$ cat config.mk
export PLATFORM = sky130hd
export DESIGN_NAME = trap_unit
export DESIGN_NICKNAME = d
export VERILOG_FILES = /design/src/rtl/trap_unit.sv
export SDC_FILE = /design/constraint.sdc
export NUM_CORES = 1
export LEC_CHECK = 0
export ABC_AREA = 1
export BUFFER_PORTS_ARGS = -buffer_cell sky130_fd_sc_hd__buf_2
export CORE_AREA = 2 2 200 202
export CTS_BUF_LIST = sky130_fd_sc_hd__clkbuf_8
export DETAILED_ROUTE_END_ITERATION = 8
export DIE_AREA = 0 0 202 204
export SETUP_SLACK_MARGIN = 0.15
export SLEW_MARGIN = 15
export SYNTH_ARGS = -nofsm -noshare
export SYNTH_HDL_FRONTEND = slang
export SYNTH_SLANG_ARGS = --single-unit
$ cat constraint.sdc
create_clock -name clk -period 4.15 [get_ports clk]
set_clock_uncertainty 0.1 [all_clocks]
set_input_delay 0.2075 -clock clk [delete_from_list [all_inputs] [get_ports clk]]
set_output_delay 0.2075 -clock clk [all_outputs]
set_load 0.05 [all_outputs]
$ cat src/rtl/trap_unit.sv
// trap_unit: machine-mode trap / mret sequencer.
// It selects an exception, an interrupt or an mret from decode. It then
// issues the CSR writes one per cycle through a single write port, and
// finishes with a one-cycle fetch redirect.
// Optional feature: define TRAP_UNIT_MTVAL_EN to add an mtval write step
// after mcause (the redirect then moves one cycle later).
module trap_unit #(
  parameter int XLEN        = 64,
  parameter bit RST_PC_HOLD = 1'b0
) (
  input  logic            clk,
  input  logic            rst_n,
  input  logic [XLEN-1:0] pc_i,
  input  logic            jump_i,
  input  logic [XLEN-1:0] jump_pc_i,
  input  logic [3:0]      expt_i,
  input  logic [31:0]     inst_i,
  input  logic [2:0]      irq_i,
  input  logic [2:0]      mie_i,
  input  logic [XLEN-1:0] mstatus_i,
  input  logic [XLEN-1:0] mtvec_i,
  input  logic [XLEN-1:0] mepc_i,
  output logic            csr_wen_o,
  output logic [11:0]     csr_waddr_o,
  output logic [XLEN-1:0] csr_wdata_o,
  output logic            redirect_valid_o,
  output logic [XLEN-1:0] redirect_pc_o,
  output logic            hold_o
);

  localparam logic [11:0] ADDR_MSTATUS = 12'h300;
  localparam logic [11:0] ADDR_MEPC    = 12'h341;
  localparam logic [11:0] ADDR_MCAUSE  = 12'h342;
`ifdef TRAP_UNIT_MTVAL_EN
  localparam logic [11:0] ADDR_MTVAL   = 12'h343;
`endif

  typedef enum logic [2:0] {
    S_IDLE, S_MEPC, S_MSTATUS, S_MCAUSE, S_MRET
`ifdef TRAP_UNIT_MTVAL_EN
    , S_MTVAL
`endif
  } state_t;

  state_t state, state_n;

  // Trap entry: MPIE <- MIE, MIE <- 0, MPP <- M.
  function automatic logic [XLEN-1:0] trap_mstatus(input logic [XLEN-1:0] ms);
    logic [XLEN-1:0] r;
    r        = ms;
    r[7]     = ms[3];
    r[3]     = 1'b0;
    r[12:11] = 2'b11;
    return r;
  endfunction

  // Trap return: MIE <- MPIE, MPIE <- 1, MPP stays M.
  function automatic logic [XLEN-1:0] mret_mstatus(input logic [XLEN-1:0] ms);
    logic [XLEN-1:0] r;
    r        = ms;
    r[3]     = ms[7];
    r[7]     = 1'b1;
    r[12:11] = 2'b11;
    return r;
  endfunction

  function automatic logic [XLEN-1:0] cause_word(input logic intr, input logic [3:0] code);
    logic [XLEN-1:0] r;
    r           = '0;
    r[XLEN-1]   = intr;
    r[3:0]      = code;
    return r;
  endfunction

  // Vectored mode applies only to interrupts; modes 2/3 fall back to direct.
  function automatic logic [XLEN-1:0] trap_target(input logic [XLEN-1:0] tvec,
                                                  input logic intr, input logic [3:0] code);
    logic [XLEN-1:0] base;
    base = {tvec[XLEN-1:2], 2'b00};
    if (tvec[1:0] == 2'b01 && intr) return base + XLEN'({code, 2'b00});
    return base;
  endfunction

  logic [2:0]      irq_elig;
  logic            sel_trap, sel_mret, sel_intr;
  logic [3:0]      sel_code;
  logic [XLEN-1:0] mepc_p0;
  logic [3:0]      cause_p0;
  logic            intr_p0;
  logic            first_p0;
  logic            wen_n, rv_n;
  logic [11:0]     waddr_n;
  logic [XLEN-1:0] wdata_n, rpc_n;
`ifdef TRAP_UNIT_MTVAL_EN
  logic [XLEN-1:0] mtval_p0;
`else
  logic            unused_inst;
  assign unused_inst = ^inst_i;
`endif

  assign irq_elig = {3{mstatus_i[3]}} & irq_i & mie_i;

  // Priority select of the pending event seen at decode.
  always_comb begin
    sel_trap = 1'b0;
    sel_mret = 1'b0;
    sel_intr = 1'b0;
    sel_code = 4'd0;
    if (expt_i[3])        begin sel_trap = 1'b1; sel_code = 4'd2;  end
    else if (expt_i[2])   begin sel_trap = 1'b1; sel_code = 4'd11; end
    else if (expt_i[1])   begin sel_trap = 1'b1; sel_code = 4'd3;  end
    else if (irq_elig[2]) begin sel_trap = 1'b1; sel_intr = 1'b1; sel_code = 4'd11; end
    else if (irq_elig[1]) begin sel_trap = 1'b1; sel_intr = 1'b1; sel_code = 4'd3;  end
    else if (irq_elig[0]) begin sel_trap = 1'b1; sel_intr = 1'b1; sel_code = 4'd7;  end
    else if (expt_i[0])   sel_mret = 1'b1;
  end

  // State register.
  always_ff @(posedge clk) begin
    if (!rst_n) state <= S_IDLE;
    else        state <= state_n;
  end

  // Next state and next registered CSR-write / redirect values.
  always_comb begin
    state_n = state;
    wen_n   = 1'b0;
    waddr_n = '0;
    wdata_n = '0;
    rv_n    = 1'b0;
    rpc_n   = '0;
    unique case (state)
      S_IDLE: begin
        if (sel_trap)      state_n = S_MEPC;
        else if (sel_mret) state_n = S_MRET;
      end
      S_MEPC: begin
        wen_n = 1'b1; waddr_n = ADDR_MEPC; wdata_n = mepc_p0;
        state_n = S_MSTATUS;
      end
      S_MSTATUS: begin
        wen_n = 1'b1; waddr_n = ADDR_MSTATUS; wdata_n = trap_mstatus(mstatus_i);
        state_n = S_MCAUSE;
      end
      S_MCAUSE: begin
        wen_n = 1'b1; waddr_n = ADDR_MCAUSE; wdata_n = cause_word(intr_p0, cause_p0);
`ifdef TRAP_UNIT_MTVAL_EN
        state_n = S_MTVAL;
`else
        rv_n = 1'b1; rpc_n = trap_target(mtvec_i, intr_p0, cause_p0);
        state_n = S_IDLE;
`endif
      end
`ifdef TRAP_UNIT_MTVAL_EN
      S_MTVAL: begin
        wen_n = 1'b1; waddr_n = ADDR_MTVAL; wdata_n = mtval_p0;
        rv_n = 1'b1; rpc_n = trap_target(mtvec_i, intr_p0, cause_p0);
        state_n = S_IDLE;
      end
`endif
      S_MRET: begin
        wen_n = 1'b1; waddr_n = ADDR_MSTATUS; wdata_n = mret_mstatus(mstatus_i);
        rv_n = 1'b1; rpc_n = mepc_i;
        state_n = S_IDLE;
      end
      default: state_n = S_IDLE;
    endcase
  end

  // Capture trap context when leaving IDLE for a trap.
  always_ff @(posedge clk) begin
    if (!rst_n) begin
      mepc_p0  <= '0;
      cause_p0 <= '0;
      intr_p0  <= 1'b0;
`ifdef TRAP_UNIT_MTVAL_EN
      mtval_p0 <= '0;
`endif
    end else if (state == S_IDLE && sel_trap) begin
      mepc_p0  <= (sel_intr && jump_i) ? jump_pc_i : pc_i;
      cause_p0 <= sel_code;
      intr_p0  <= sel_intr;
`ifdef TRAP_UNIT_MTVAL_EN
      if (!sel_intr && sel_code == 4'd2)      mtval_p0 <= XLEN'(inst_i);
      else if (!sel_intr && sel_code == 4'd3) mtval_p0 <= pc_i;
      else                                    mtval_p0 <= '0;
`endif
    end
  end

  // Registered CSR write port and redirect; cleared by reset mid-sequence.
  always_ff @(posedge clk) begin
    if (!rst_n) begin
      csr_wen_o        <= 1'b0;
      csr_waddr_o      <= '0;
      csr_wdata_o      <= '0;
      redirect_valid_o <= 1'b0;
      redirect_pc_o    <= '0;
    end else begin
      csr_wen_o        <= wen_n;
      csr_waddr_o      <= waddr_n;
      csr_wdata_o      <= wdata_n;
      redirect_valid_o <= rv_n;
      redirect_pc_o    <= rpc_n;
    end
  end

  // Flags the first cycle after reset release for the optional post-reset stall.
  always_ff @(posedge clk) begin
    first_p0 <= !rst_n;
  end

  assign hold_o = (state == S_IDLE && (sel_trap || sel_mret)) || (state != S_IDLE) ||
                  (RST_PC_HOLD && rst_n && first_p0);

endmodule

==> summary.md, run 1 <==
The flow ran to the end, and the final reports show no timing, DRC or antenna violations. The worst flop-to-flop path startpoint is state[0]. The worst hold slack was 0.249 ns; the via count normalized by instance count was 4.69. Layout overhead on the synthesized area: 67.6%. The logs give 25.9% for the effective utilization at floorplan and 0 for the final count of hold timing violations. Counting every instance in the synthesized netlist gives 1,438.

The detailed router finished its first iteration with 610 violations. The mux cell area share after synthesis is 0%, and the share of the synthesized area in the top cell type is 40.6%. The first global-routing pass estimated 70,000 um of wire.

The die covers 41,200 sq um. For this run, design rule violations remaining after detail routing come to 0. End of the worst register-to-register path: mepc_p0[33]. The cell count of the worst hold path came out at 8. For the final routed database, the setup TNS stands at 0 ns. For the worst setup path, the data arrival time is 3.66 ns. For the worst-skew pair, the clock arrives at the later sink with an insertion delay of 0.57 ns.

The number of register bits inferred by synthesis was 206; the number of enable-type register cells in the synthesized netlist was 0. At the pin with the least slew margin, the transition time is 1.06 ns. The count of buffers from port buffering came out at 466. The via count of the first global-routing pass was 13,000; the standard-cell row count was 73. The startpoint class of the critical path was an input port. Global routing finished with a remaining overflow of 0. At the end of routability-driven placement, the weighted congestion stood at 0.931.

For the area inside the core boundary, the log shows 39,200 sq um. The worst setup path is captured at a register. The biggest area contributor in the post-synthesis netlist is dfxtp_1. For this run, the top clock speed supported by timing is 0.303 GHz. H-tree level count: 2. In the synthesized netlist the async set-or-reset flop fraction comes to 0%. The critical path goes through dlygate4sd3_1 > buf_2 > nor3_2 > nand2_1 > nand2_1 > clkinv_2 > buf_4 > o21ai_0 > a31oi_1 > dlygate4sd3_1. Summing the areas of all compound-gate instances in the mapped netlist gives 16.6% of the synthesized area.

The static leakage was 8.70 nW; the total half-perimeter wirelength after legalization and detailed placement was 32,200 um. Of the total synthesized cell area, the portion taken by XOR and XNOR cells is 0.0862%. Setup violations remaining at the end of the flow were counted as 0.

In the final routed layout, each cell accounts on average for 16.7 um. Chip width: 202 um. The synthesized area divided by synthesized cell count is 7.06 sq um. The required time of the critical path came out at 4.51 ns.

At the end of the flow, the number of nets in the layout was 2,586. The area used by multi-input combinational logic is 5110 sq um, and the final antenna-violating net count is 0. The ratio of cells with drive above 1 in the final layout works out to 26.6%. Synthesized cell area: 10,200 sq um. The critical path is of the in -> reg type. In the post-synthesis netlist, the biggest area contributors are dfxtp_1, nand2_1, nand3_1. TritonCTS built the clock tree. For this design the ratio of total power to cell area is 346 nW/um^2. In this run the count of I/O pins placed on the die edge is 508. The share of the Yosys chip area taken by registers is 40.6%. Synthesis instantiated 48 different standard cells from the library. Before antenna repair, the detailed router went through 5 iterations. The number of antenna violations at the first check in global routing is 13. For the total number of yosys warnings, the log shows 0. Summing over every cut layer, the via total after detailed routing is 13,000. In this design, the stage delay of the slowest critical-path cell is 0.59 ns.

Setup repair after global routing left no endpoint under its margin. Among all flip-flop cells after synthesis, the most frequent one is dfxtp_1. The tools report the number of pins with negative max-slew slack in the final report as 0. The critical path's slowest cell is clkinv_2. The run gives 38 as the number of buffers created by CTS. In this run the most critical hold path is launched from irq_i[0].

The total clock sinks came out at 206. CTS clock-pin slew for the worst setup and hold paths: 0.06 ns. The tool flagged a number of max-cap violations equal to 0. After synthesis, the largest family of logic cells by area is simple AND/OR/NAND/NOR gates. The fill cell instance count of the final layout came out at 3,858.

The arithmetic-cell share of the synthesized area counting full adders, half adders and majority gates is 0.690%. For the combined flip-flop and latch cell area, the log shows 4120 sq um. For the reg2reg setup slack, the log shows 0.87 ns. The maximum vdd drop was 275 uV; the simple-gate area share of the yosys netlist was 32.5%. Global routing consumed, over all layers together, 21.7% of the routing resources. The run gives 0 as the post-cts sizing count. The tightest min-delay check is of the in -> reg type. Of the available clock period, the critical path in the final layout requires 79.6%.

The worst pin sits at a relative slew slack of 29.1%. For hold timing, the worst endpoint is intr_p0. The length in cells of the worst reg-to-reg path came out at 9. Entering global routing, the biggest net connects 103 pins. The chip height was 204 um. The top fanout value on the critical path is 73. The tools report the sum of routed wire length over all layers as 46,300 um.

The tools report the buffer cell driving the clock tree root as clkbuf_8. The clock period could shrink to 3.30 ns. In this run the deepest clock path goes through 3 buffers.
[stage by stage]
step	setup WS [ns]	std cells	power, mW	util (%)	area [sq um]
2_1_floorplan	2.23	1444	3.14	-	10200
3_3_place_gp	1.54	2365	3.55	32.8	12900
3_5_place_dp	1.47	2365	3.56	32.8	12900
4_1_cts	1.01	2768	5.93	43.4	17000
5_1_grt	0.547	2771	6.21	43.5	17000
6_report	0.847	2771	5.89	43.5	17000
[state kept, by name, summed over array words and instances, names as in the netlist]
register and cells:
cause_p0 4, redirect_valid_o 1, intr_p0 1, state 3, mepc_p0 64, csr_wen_o 1, csr_waddr_o 4, redirect_pc_o 64
csr_wdata_o 64
[cells in the mapped netlist, types with 2 or more instances]
master / instances
ha_1: 4
nor3b_1: 3
nand2_1: 401
o21ai_0: 96
nand4_1: 28
o21bai_1: 8
or2_1: 2
nand2_2: 11
a21oi_1: 18
inv_2: 3
a31oi_1: 71
inv_1: 134
buf_4: 13
o21ai_1: 10
nor2_4: 9
a22o_1: 56
nor2_1: 94
and2_1: 3
buf_2: 37
dfxtp_1: 206
nor2_2: 12
clkbuf_1: 27
nand3_2: 7
or2_2: 5
buf_6: 3
nand3_1: 139
o211ai_1: 3
nor2_8: 2
nor3_1: 13
buf_1: 2
[where the power goes]
group / total (mW) / internal, mW / switching (mW)
Sequential: 2.28 / 2.18 / 0.100
Clock: 2.00 / 1.10 / 0.903
Combinational: 1.61 / 0.675 / 0.932
[cells by family (layout without fill, tap and decap cells)]
logic type / after synthesis / in the layout
AO/OA/AOI/OAI: 268 / 268
XOR/XNOR: 1 / 1
adder cells (fa/ha/maj): 5 / 5
buffers and inverters: 222 / 1022
flip-flops: 206 / 206
other: 1 / 9
AND/OR/NAND/NOR: 735 / 735
[cell type report]
class,instances,area share (%)
clock buffer,51,4.12
inverter,139,3.09
antenna,2,0.0294
sequential,206,24.2
multi-input combinational,1016,30.0
clock inverter,17,0.500
timing repair buffer,815,34.2
tap,525,3.86
[what timing repair did]
action,in CTS,in global routing
setup buffers,0,0
hold buffers,335,0
endpoints found under the hold margin,196,0
[how the worst max path moves through the flow]
stage	from	to	slack, ns	cells after the start
final	expt_i[1]	mepc_p0[33]	0.85	10
after global routing	state[0]	mepc_p0[27]	0.55	9
after CTS	state[0]	mepc_p0[43]	1.01	9
after detailed placement	mstatus_i[3]	mepc_p0[42]	1.47	10
after global placement	mstatus_i[3]	mepc_p0[0]	1.54	10
after floorplan	cause_p0[0]	redirect_pc_o[32]	2.23	11
[cell usage in the layout (no fill, tap or decap), drive strengths merged, types with 2 or more instances in the layout]
master,instances
nor3,14
ha,4
clkinvlp,4
buf,480
clkinv,3
nand3,147
nor2,117
nand4,28
a21oi,18
nand2,413
and2,3
or2,7
o21ai,106
diode,2
dlygate4sd3,335
inv,149
dfxtp,206
clkbuf,51
conb,7
o21bai,8
a31oi,71
o211ai,3
a22o,56
nor3b,4
[critical path: cells and delay by family]
kind            cells  cell delay, ns
compound gates      2            0.39
buf+inv             5            2.46
simple gates        3            0.52
[per-layer routing]
layer  share of wire, %  global-route usage (%)  up-vias  routed length, um
li1                   -                       -     6335                  -
met3                7.8                    5.95      114               3620
met4                3.5                    9.11       20               1600
met2                 49                    39.3      575              22800
met1                 39                    23.8     5939              18100
met5               0.27                       0        -                126
(Power assumes the default switching activity.)
==> run 2: changes to the inputs <==
Clock period 4.15 ns to 3.31 ns, I/O delays scaled along.
==> summary.md, run 2 (synthesis gave the netlist of run 1 again) <==
For the H-tree level count, the log shows 2 (unchanged). The power density relative to cell area is 446 nW/um^2 (was 346 nW/um^2), and the required time of the critical path is 3.69 ns (was 4.51 ns). The run gives 206 (unchanged) as the total clock sinks. The via count normalized by instance count was 4.74 (was 4.69); the number of maximum-capacitance constraint violations was 0 (unchanged). Largest registers ranked by flip-flop count: csr_wdata_o: 64 flops, mepc_p0: 64 flops, redirect_pc_o: 64 flops (unchanged). The run gives 73 (unchanged) as the standard-cell row count. The ratio of cells with drive above 1 in the final layout came out at 26.8% (was 26.6%).

The logs give 13,000 (about the same) for the via count of the first global-routing pass and 2,581 (was 2,586) for the final net count. The chip height works out to 204 um (unchanged). The flow ran to the end, and the final reports show no timing, DRC or antenna violations. Timing would allow up to 0.367 GHz. The maximum vdd drop came out at 378 uV (was 275 uV).

The tools report the origin of the worst min-delay path as rst_n (was irq_i[0]). The tools report the total setup buffers inserted after CTS as 0 (unchanged). The tools report the top-level port count as 508 (unchanged). The global-route total usage across every layer came out at 22.0% (was 21.7%). The tools report the routed via count as 13,100 (was 13,000). For the remaining design rule violation count, the log shows 0 (unchanged).

The area inside the core boundary came out at 39,200 sq um (unchanged). The count of buffers from port buffering is 466 (unchanged), and the total half-perimeter wirelength after legalization and detailed placement is 32,800 um (was 32,200 um). The first-pass GRT wire length is 70,700 um (was 70,000 um). The chip width is 202 um (unchanged).

The final weighted congestion in routability-driven placement came out at 0.914 (was 0.931). The path type of the worst min-delay path was in -> reg (unchanged). The run gives 3 (unchanged) as the deepest clock path buffer count. The CTS clock-pin slew for the worst setup and hold paths is 0.06 ns (about the same), and the final antenna-violating net count is 0 (unchanged). Filler-free cell count of the finished design: 2,767 (was 2,771). End of the worst register-to-register path: redirect_pc_o[32] (was mepc_p0[33]). The slack of the critical path came out at 0.586 ns (was 0.847 ns). For the detailed router's first-iteration violation count, the log shows 680 (was 610). The tools report the source of the critical timing path as cause_p0[0] (was expt_i[1]). The final count of hold timing violations was 0 (unchanged). The startpoint class of the critical path is a register (was an input port).

The global-route congestion overflow total was 0 (unchanged); the portion of the clock cycle consumed by the worst path in the final layout was 82.3%. The cell count of the worst hold path was 3 (was 8). The number of buffers created by CTS is 39 (was 38), and the length in cells of the worst reg-to-reg path is 12 (was 9).

Number of instances in the placed design: 2,369 (was 2,365). The tools report the buffer cell driving the clock tree root as clkbuf_8 (unchanged). Sum of routed wire length over all layers: 46,900 um (was 46,300 um).

The insertion delay of the later-clocked pin in the worst-skew pair was 0.59 ns (was 0.57 ns). The number of pins with negative max-slew slack in the final report is 0 (unchanged). The floorplan die area was 41,200 sq um (unchanged).

Setup repair after global routing left no endpoint under its margin. The top fanout value on the critical path is 8 (was 73). TritonCTS built the clock tree. For the final setup violation count, the log shows 0 (unchanged). The tools report the signal arrival time at the worst endpoint as 3.10 ns (was 3.66 ns). The transition time at the pin with the least slew margin is 0.788 ns (was 1.06 ns), and the number of iterations in the first detailed-routing pass is 6 (was 5). The number of antenna violations at the first check in global routing is 11 (was 13). Top library cells by usage in the layout, fill and taps aside: buf_2, nand2_1, dlygate4sd3_1, dfxtp_1, inv_1 (unchanged).

Worst flop-to-flop path startpoint: cause_p0[0] (was state[0]). Most common cell after layout, fill and taps aside: buf_2 (unchanged). Endpoint class of the critical path: a register (unchanged). Hold-critical path endpoint: redirect_pc_o[0] (was intr_p0). Classification of the worst setup path: reg -> reg (was in -> reg). The fill cell instance count of the final layout came out at 3,826 (was 3,858). The effective utilization at floorplan is 25.9% (unchanged), and the clock period minus worst slack is 2.72 ns. The routed wire length per instance came out at 17.0 um (was 16.7 um).

Layout overhead on the synthesized area: 67.6% (about the same). The largest net degree at the start of global routing is 66 (was 103). For the final-layout setup total negative slack, the log shows 0 ns (unchanged). The run gives 47.5% (was 29.1%) as the worst-case headroom to the max-slew limit. The run gives 0.59 ns (was 0.87 ns) as the reg2reg setup slack. The pre-CTS setup slack is 1.11 ns (was 1.47 ns). Static leakage: 8.73 nW (was 8.70 nW).
[run 2: cell count changes in the layout (fill, tap and decap cells not counted)]
| cell | previous run | this run |
|---|---|---|
| buf_12 | 2 | 3 |
| buf_4 | 13 | 15 |
| bufinv_16 | 0 | 2 |
| clkbuf_8 | 51 | 49 |
| clkinv_2 | 2 | 4 |
| clkinv_8 | 0 | 2 |
| clkinvlp_4 | 4 | 0 |
| diode_2 | 2 | 5 |
| dlygate4sd3_1 | 335 | 326 |
| inv_1 | 144 | 143 |
| inv_6 | 1 | 0 |
| inv_8 | 0 | 1 |
[run 2: where the power goes]
part	switching, mW	total, mW	internal [mW]
clock network	1.18	2.68	1.50
registers	0.130	2.86	2.73
logic	1.18	2.04	0.861
total	2.50	7.59	5.10
[run 2: what timing repair did]
action,4_1_cts,5_1_grt
hold buffers,326,0
gates resized for setup,0,0
setup endpoints to repair,0,0
hold endpoints to repair,196,0
[run 2: critical path, cell delays in order, from the launching register on]
cell           delay [ns]
dfxtp_1              0.32
ha_1                 0.22
fa_1                 0.39
nand2_1              0.10
nand2_1              0.07
nand2_2              0.16
nor2_8               0.07
nand3_2              0.13
nor2_4               0.09
or2_2                0.27
nand3_1              0.09
nand2_1              0.05
dlygate4sd3_1        0.54
[run 2: layout make-up]
type / count / area, sq um / area share [%]
multi-input combinational: 1016 / 5110 / 30.0
clock inverter: 18 / 156 / 0.919
antenna: 5 / 12.5 / 0.0735
timing repair buffer: 809 / 5760 / 33.9
inverter: 139 / 526 / 3.09
sequential: 206 / 4120 / 24.2
clock buffer: 49 / 674 / 3.96
tap: 525 / 657 / 3.86
[run 2: layer usage]
metal  wire (um)  global-route usage, %  vias up
li1            -                      -     6329
met1       18100                   24.7     6007
met2       22700                   38.6      639
met3        3980                   6.39      123
met4        2020                   10.2       16
met5          92                      0        -
[run 2: worst max-delay path by stage]
stage                        endpoint  cells after the start
finish              redirect_pc_o[32]                     12
global route        redirect_pc_o[44]                     13
CTS                 redirect_pc_o[32]                     12
detailed placement  redirect_pc_o[58]                     11
global placement    redirect_pc_o[32]                     12
floorplan           redirect_pc_o[32]                     11
[run 2: stage by stage]
step	hold slack, ns	area [sq um]	power [mW]	util, %
6_report	0.0490	17000	7.59	43.4
5_1_grt	0.0301	17000	7.98	43.4
4_1_cts	0.00358	17000	7.63	43.4
3_5_place_dp	0.267	12900	4.50	33.0
3_3_place_gp	0.263	12900	4.48	33.0
2_1_floorplan	0.176	10200	3.93	-
